$ cat src/rtl/dense_argmax.sv
// Sequential arg-max over NUM_CLASS signed class scores: one score per cycle,
// reporting the winning index, its score and the margin over the runner-up.
module dense_argmax #(
  parameter int DATA_WIDTH = 8,
  parameter int NUM_CLASS  = 7,
  parameter int CLS_W      = 3
) (
  input  logic                            clk,
  input  logic                            rstn,
  input  logic [DATA_WIDTH*NUM_CLASS-1:0] data_i,
  input  logic                            valid_i,
  output logic [CLS_W-1:0]                class_o,
  output logic [DATA_WIDTH-1:0]           score_o,
  output logic [DATA_WIDTH-1:0]           margin_o,
  output logic                            valid_o,
  output logic                            busy_o,
  output logic                            overrun_o
);

  typedef enum logic {IDLE, SCAN} state_t;

  localparam logic [CLS_W-1:0]      LAST_IDX  = CLS_W'(NUM_CLASS - 1);
  localparam logic [DATA_WIDTH-1:0] MOST_NEG  = {1'b1, {(DATA_WIDTH-1){1'b0}}};

  state_t                          state;
  logic [DATA_WIDTH*NUM_CLASS-1:0] pending;
  logic signed [DATA_WIDTH-1:0]    best;
  logic signed [DATA_WIDTH-1:0]    second;
  logic [CLS_W-1:0]                best_idx;
  logic [CLS_W-1:0]                idx;

  logic signed [DATA_WIDTH-1:0]    cur;
  logic signed [DATA_WIDTH-1:0]    next_best;
  logic signed [DATA_WIDTH-1:0]    next_second;
  logic [CLS_W-1:0]                next_idx;
  logic [DATA_WIDTH-1:0]           next_margin;

  // The unscanned scores are kept in a shift register, so the current one is
  // always the bottom slice and no variable index is needed.
  assign cur = pending[DATA_WIDTH-1:0];

  // Strict greater-than keeps ties on the lowest index; an equal score still
  // becomes the runner-up, which drives the margin to zero.
  always_comb begin
    next_best   = best;
    next_second = second;
    next_idx    = best_idx;
    if (cur > best) begin
      next_second = best;
      next_best   = cur;
      next_idx    = idx;
    end else if (cur > second) begin
      next_second = cur;
    end
  end

  // best >= second always holds, so the wide difference is non-negative and
  // its low bits equal this modular subtract.
  assign next_margin = next_best - next_second;

  always_ff @(posedge clk or negedge rstn) begin
    if (!rstn) begin
      state     <= IDLE;
      pending   <= '0;
      best      <= '0;
      second    <= '0;
      best_idx  <= '0;
      idx       <= '0;
      class_o   <= '0;
      score_o   <= '0;
      margin_o  <= '0;
      valid_o   <= 1'b0;
      busy_o    <= 1'b0;
      overrun_o <= 1'b0;
    end else begin
      valid_o <= 1'b0;
      case (state)
        IDLE: begin
          if (valid_i) begin
            pending  <= data_i >> DATA_WIDTH;
            best     <= data_i[DATA_WIDTH-1:0];
            second   <= MOST_NEG;
            best_idx <= '0;
            idx      <= CLS_W'(1);
            busy_o   <= 1'b1;
            state    <= SCAN;
          end
        end
        SCAN: begin
          if (valid_i) begin
            overrun_o <= 1'b1;
          end
          best     <= next_best;
          second   <= next_second;
          best_idx <= next_idx;
          pending  <= pending >> DATA_WIDTH;
          idx      <= idx + 1'b1;
          if (idx == LAST_IDX) begin
            class_o  <= next_idx;
            score_o  <= next_best;
            margin_o <= next_margin;
            valid_o  <= 1'b1;
            busy_o   <= 1'b0;
            state    <= IDLE;
          end
        end
        default: state <= IDLE;
      endcase
    end
  end

endmodule
$ cat config.mk
export PLATFORM = sky130hd
export DESIGN_NAME = dense_argmax
export DESIGN_NICKNAME = d
export VERILOG_FILES = /design/src/rtl/dense_argmax.sv
export SDC_FILE = /design/constraint.sdc
export NUM_CORES = 1
export LEC_CHECK = 0
export BUFFER_PORTS_ARGS = -buffer_cell sky130_fd_sc_hd__buf_2
export CAP_MARGIN = 20
export CORE_UTILIZATION = 41
export DETAILED_ROUTE_END_ITERATION = 12
export GPL_TIMING_DRIVEN = 0
export SLEW_MARGIN = 0
export SYNTH_ARGS = -nofsm -noshare
export SYNTH_HDL_FRONTEND = slang
export SYNTH_SLANG_ARGS = --single-unit
$ cat constraint.sdc
create_clock -name clk -period 3.3 [get_ports clk]
set_clock_uncertainty 0.05 [all_clocks]
set_input_delay 0.33 -clock clk [delete_from_list [all_inputs] [get_ports clk]]
set_output_delay 0.33 -clock clk [all_outputs]
set_load 0.05 [all_outputs]
==> metrics.md <==
| Metric | Value |
|---|---|
| Synthesized area per cell | 9.74 sq um |
| Final WL | 13900 microns |
| Residual DRC | 3 |
| Root buffer cell | clkbuf_16 |
| Worst-path fanout max | 5 |
| Final setup viols | 4 |
| Clk slew on worst S/H paths | 70 ps |
| First-pass DRT Iterations | 8 |
| Final setup TNS | -554 ps |
| Layout cell share with drive strength beyond 1 | between 30% and 40% |
| Met2 usage in global routing | 38.8% |
| Number of synthesized flops with an enable pin | 0 |
| Main synth FF type | dfrtp_1 |
| Worst-skew pair later-pin latency | 360 ps |
| # clock sinks | 93 |
| Post-detail-place hpwl | 9340 microns |
| CTS tree | yes |
| Synth Warn # | 0 |
| Core area | 11600 sq um |
| Starting Density | 42.8% |
| Status | complete, but fails checks |
| DRT antenna net count | 0 |
| Register bit total from synthesis | 93 |
| Die W | 112 microns |
| Worst Hold Class | in2reg |
| Max-cap violations | 0 |
| H-tree Lvls | 3 |
| I/O pins | 81 |
| Relative max-transition margin | 44.6% |
| Fin nets | 730 |
| Largest net degree at the start of global routing | approximately 70 |
| Crit share post-route | 106% |
| Vias post-DR | 4312 |
| First-pass GRT wire length | 22100 microns |
| Seq/Total Area, Yosys | 46.9% |
| Num CTS Buffers | 9 |
| WP data required | approximately 3500 ps |
| Non-filler cells, final | 793 |
| Violated checks | DRC, setup timing |
| Die ar. | 12600 sq um |
| Clock Path Buffers | 2 |
| Min-delay src | data_i[55] |
| GRT Residual Overflow | 0 |
| Wire length per cell | around 17 microns |
| Critical path type | reg2reg |
| Buffers on Ports | 80 |
| Slew Viols, Final | 0 |
| Syn Nets | 595 |
| Crit path DAT | 3680 ps |
| GR Layer Usage met3 | 3.94% |
| # diodes | 0 |
| R2R Path End | margin_o[6] |
| Fin crit period | 3480 ps |
| Max frequency | 287 MHz |
| Post-DR vias/cell | 5.44 |
| Post-synth cell types | 53 |
| Synth Cell Area | between 4000 and 5000 sq um |
| Crit start category | flop |
| Vias in the first global route | ~4.4k |
| CP Capture Type | flop |
| Die H | 112 microns |
| Reg2reg path depth | 14 |
| Post-placement cell count | around 730 |
| Busiest grt layer | met2 |
| Post-Synthesis Cells | slightly above 500 |
| Worst-Margin Slew | 831 ps |
| Met1 usage | 28.5% |
| Unrepaired setup endpoints after global routing | true |
| RR Startpoint | pending[7] |
| Rows | 39 |
| FF-to-FF setup slack | -180 ps |
| Initial DRC count | 254 |
| Syn-to-layout area delta | 33.4% |
| Hold Vio Cnt, Final | 0 |
| Hold worst-path end | pending[47] |
| Tot GR Track Use | 22.7% |
| Final Wtd Congestion | around 0.9 |
| Initial antenna violation count | 0 |
| Final worst setup slack | -183 ps |
| Hold depth | 3 |
| FFs w/ async S/R, synth | 100% |
[state kept, by name, summed over array words and instances, names as in the netlist]
register	flops
best	8
best_idx	3
busy_o	1
class_o	3
idx	3
margin_o	8
overrun_o	1
pending	48
score_o	8
second	8
state	1
valid_o	1
[critical path, stage by stage, from the launching register on]
cell,delay [ps]
dfrtp_2,470
ha_4,290
or4b_4,480
o32ai_4,270
buf_6,170
buf_4,110
a31oi_2,100
ha_2,220
fa_2,370
nor2b_2,140
o21ai_2,80
a21oi_2,190
o21ai_1,90
nor3b_2,160
o31ai_1,200
[metal layers]
| layer | vias to the layer above | part of all wire, % |
|---|---|---|
| met2 | 109 | 50 |
| met5 | - | 0 |
| li1 | 2061 | - |
| met1 | 2113 | 44 |
| met4 | 0 | 2.4 |
| met3 | 29 | 3.6 |
[what timing repair did]
action | 4_1_cts | 5_1_grt
hold buffers | 1 | 0
buffers inserted | 26 | 16
endpoints found under the hold margin | 23 | 0
pin swaps | 20 | 32
setup endpoints to repair | 5 | 5
resized for setup | 50 | 37
[cells in the final DEF, fill, tap and decap left out, types with 4 or more instances in the layout]
| cell type | instances |
|---|---|
| o21ai_0 | 55 |
| buf_4 | 38 |
| nor2_1 | 33 |
| mux2_4 | 4 |
| ha_4 | 11 |
| o22ai_1 | 9 |
| buf_2 | 79 |
| dfrtp_2 | 7 |
| clkbuf_1 | 22 |
| a21oi_4 | 4 |
| clkbuf_16 | 9 |
| a211oi_2 | 4 |
| a21oi_1 | 7 |
| buf_6 | 7 |
| nand2_1 | 75 |
| nand3_1 | 5 |
| inv_1 | 22 |
| nand2b_1 | 6 |
| a21oi_2 | 5 |
| ha_1 | 11 |
| o21ai_1 | 5 |
| a21o_1 | 10 |
| dfrtp_1 | 86 |
| mux2i_1 | 52 |
| o32ai_1 | 5 |
[final cells by class]
cell class | instances | area, sq um
clock inverters | 6 | 43.8
inverters | 26 | 97.6
clock buffers | 10 | 239
plain buffers | 28 | 128
fillers | 1032 | 4990
multi-input cells | 363 | 2820
flip-flops and latches | 93 | 2340
repair buffers | 124 | 783
well taps | 143 | 179
[cells in the mapped netlist (2+ instances only)]
cell type	n	area, sq um
a211oi_1	4	30.0
nand3_1	7	35.0
clkbuf_1	22	82.6
xnor2_1	2	17.5
mux2_4	4	60.1
nand4_1	3	18.8
inv_1	25	93.8
buf_1	3	11.3
nor3_1	3	15.0
a21o_1	10	75.1
a21boi_0	2	15.0
o21ai_1	2	10.0
xor2_1	3	26.3
o22ai_1	9	56.3
a31oi_1	4	25.0
mux2i_1	52	521
a211oi_2	4	50.1
o32ai_1	6	52.6
buf_2	2	10.0
nor3b_1	2	15.0
nor2_1	35	131
ha_1	25	313
o31ai_1	2	15.0
a22o_1	2	17.5
dfrtp_1	93	2330
nand2_1	75	282
nand2b_1	6	37.5
a21oi_1	15	75.1
o21ai_0	60	300
or2_2	2	12.5
nor2b_1	4	25.0
[metrics by stage]
| stage | hold slack, ps | utilization, % | worst slack, ps | cell area, sq um |
|---|---|---|---|---|
| 5_1_grt | 190 | 57.1 | -306 | 6630 |
| 3_5_place_dp | 214 | 48.0 | -481 | 5580 |
| 2_1_floorplan | -15.6 | - | 9.23 | 4970 |
| 4_1_cts | 167 | 54.3 | -125 | 6300 |
| 6_report | 170 | 57.1 | -183 | 6630 |
| 3_3_place_gp | 393 | 47.8 | -463 | 5550 |
[how the worst max path moves through the flow]
stage | endpoint | start | slack [ps] | cells past startpoint
3_3_place_gp | margin_o[6] | pending[5] | -460 | 14
3_5_place_dp | margin_o[6] | pending[5] | -480 | 14
4_1_cts | margin_o[7] | pending[7] | -120 | 13
6_report | margin_o[6] | pending[7] | -180 | 14
2_1_floorplan | margin_o[7] | best[7] | 9 | 13
5_1_grt | margin_o[6] | best[2] | -310 | 17
[cell families after synthesis]
kind of cell / count (synthesis) / synth area share [%]
AND/OR/NAND/NOR: 144 / 12.6
buffers and inverters: 54 / 4.28
XOR/XNOR: 5 / 0.882
flip-flops: 93 / 46.9
adder cells (fa/ha/maj): 26 / 6.70
multiplexers: 57 / 11.9
AO/OA/AOI/OAI: 131 / 16.8
Power is not shown: default switching activity piles up to over one toggle a cycle in this logic, so the estimate is an artifact.
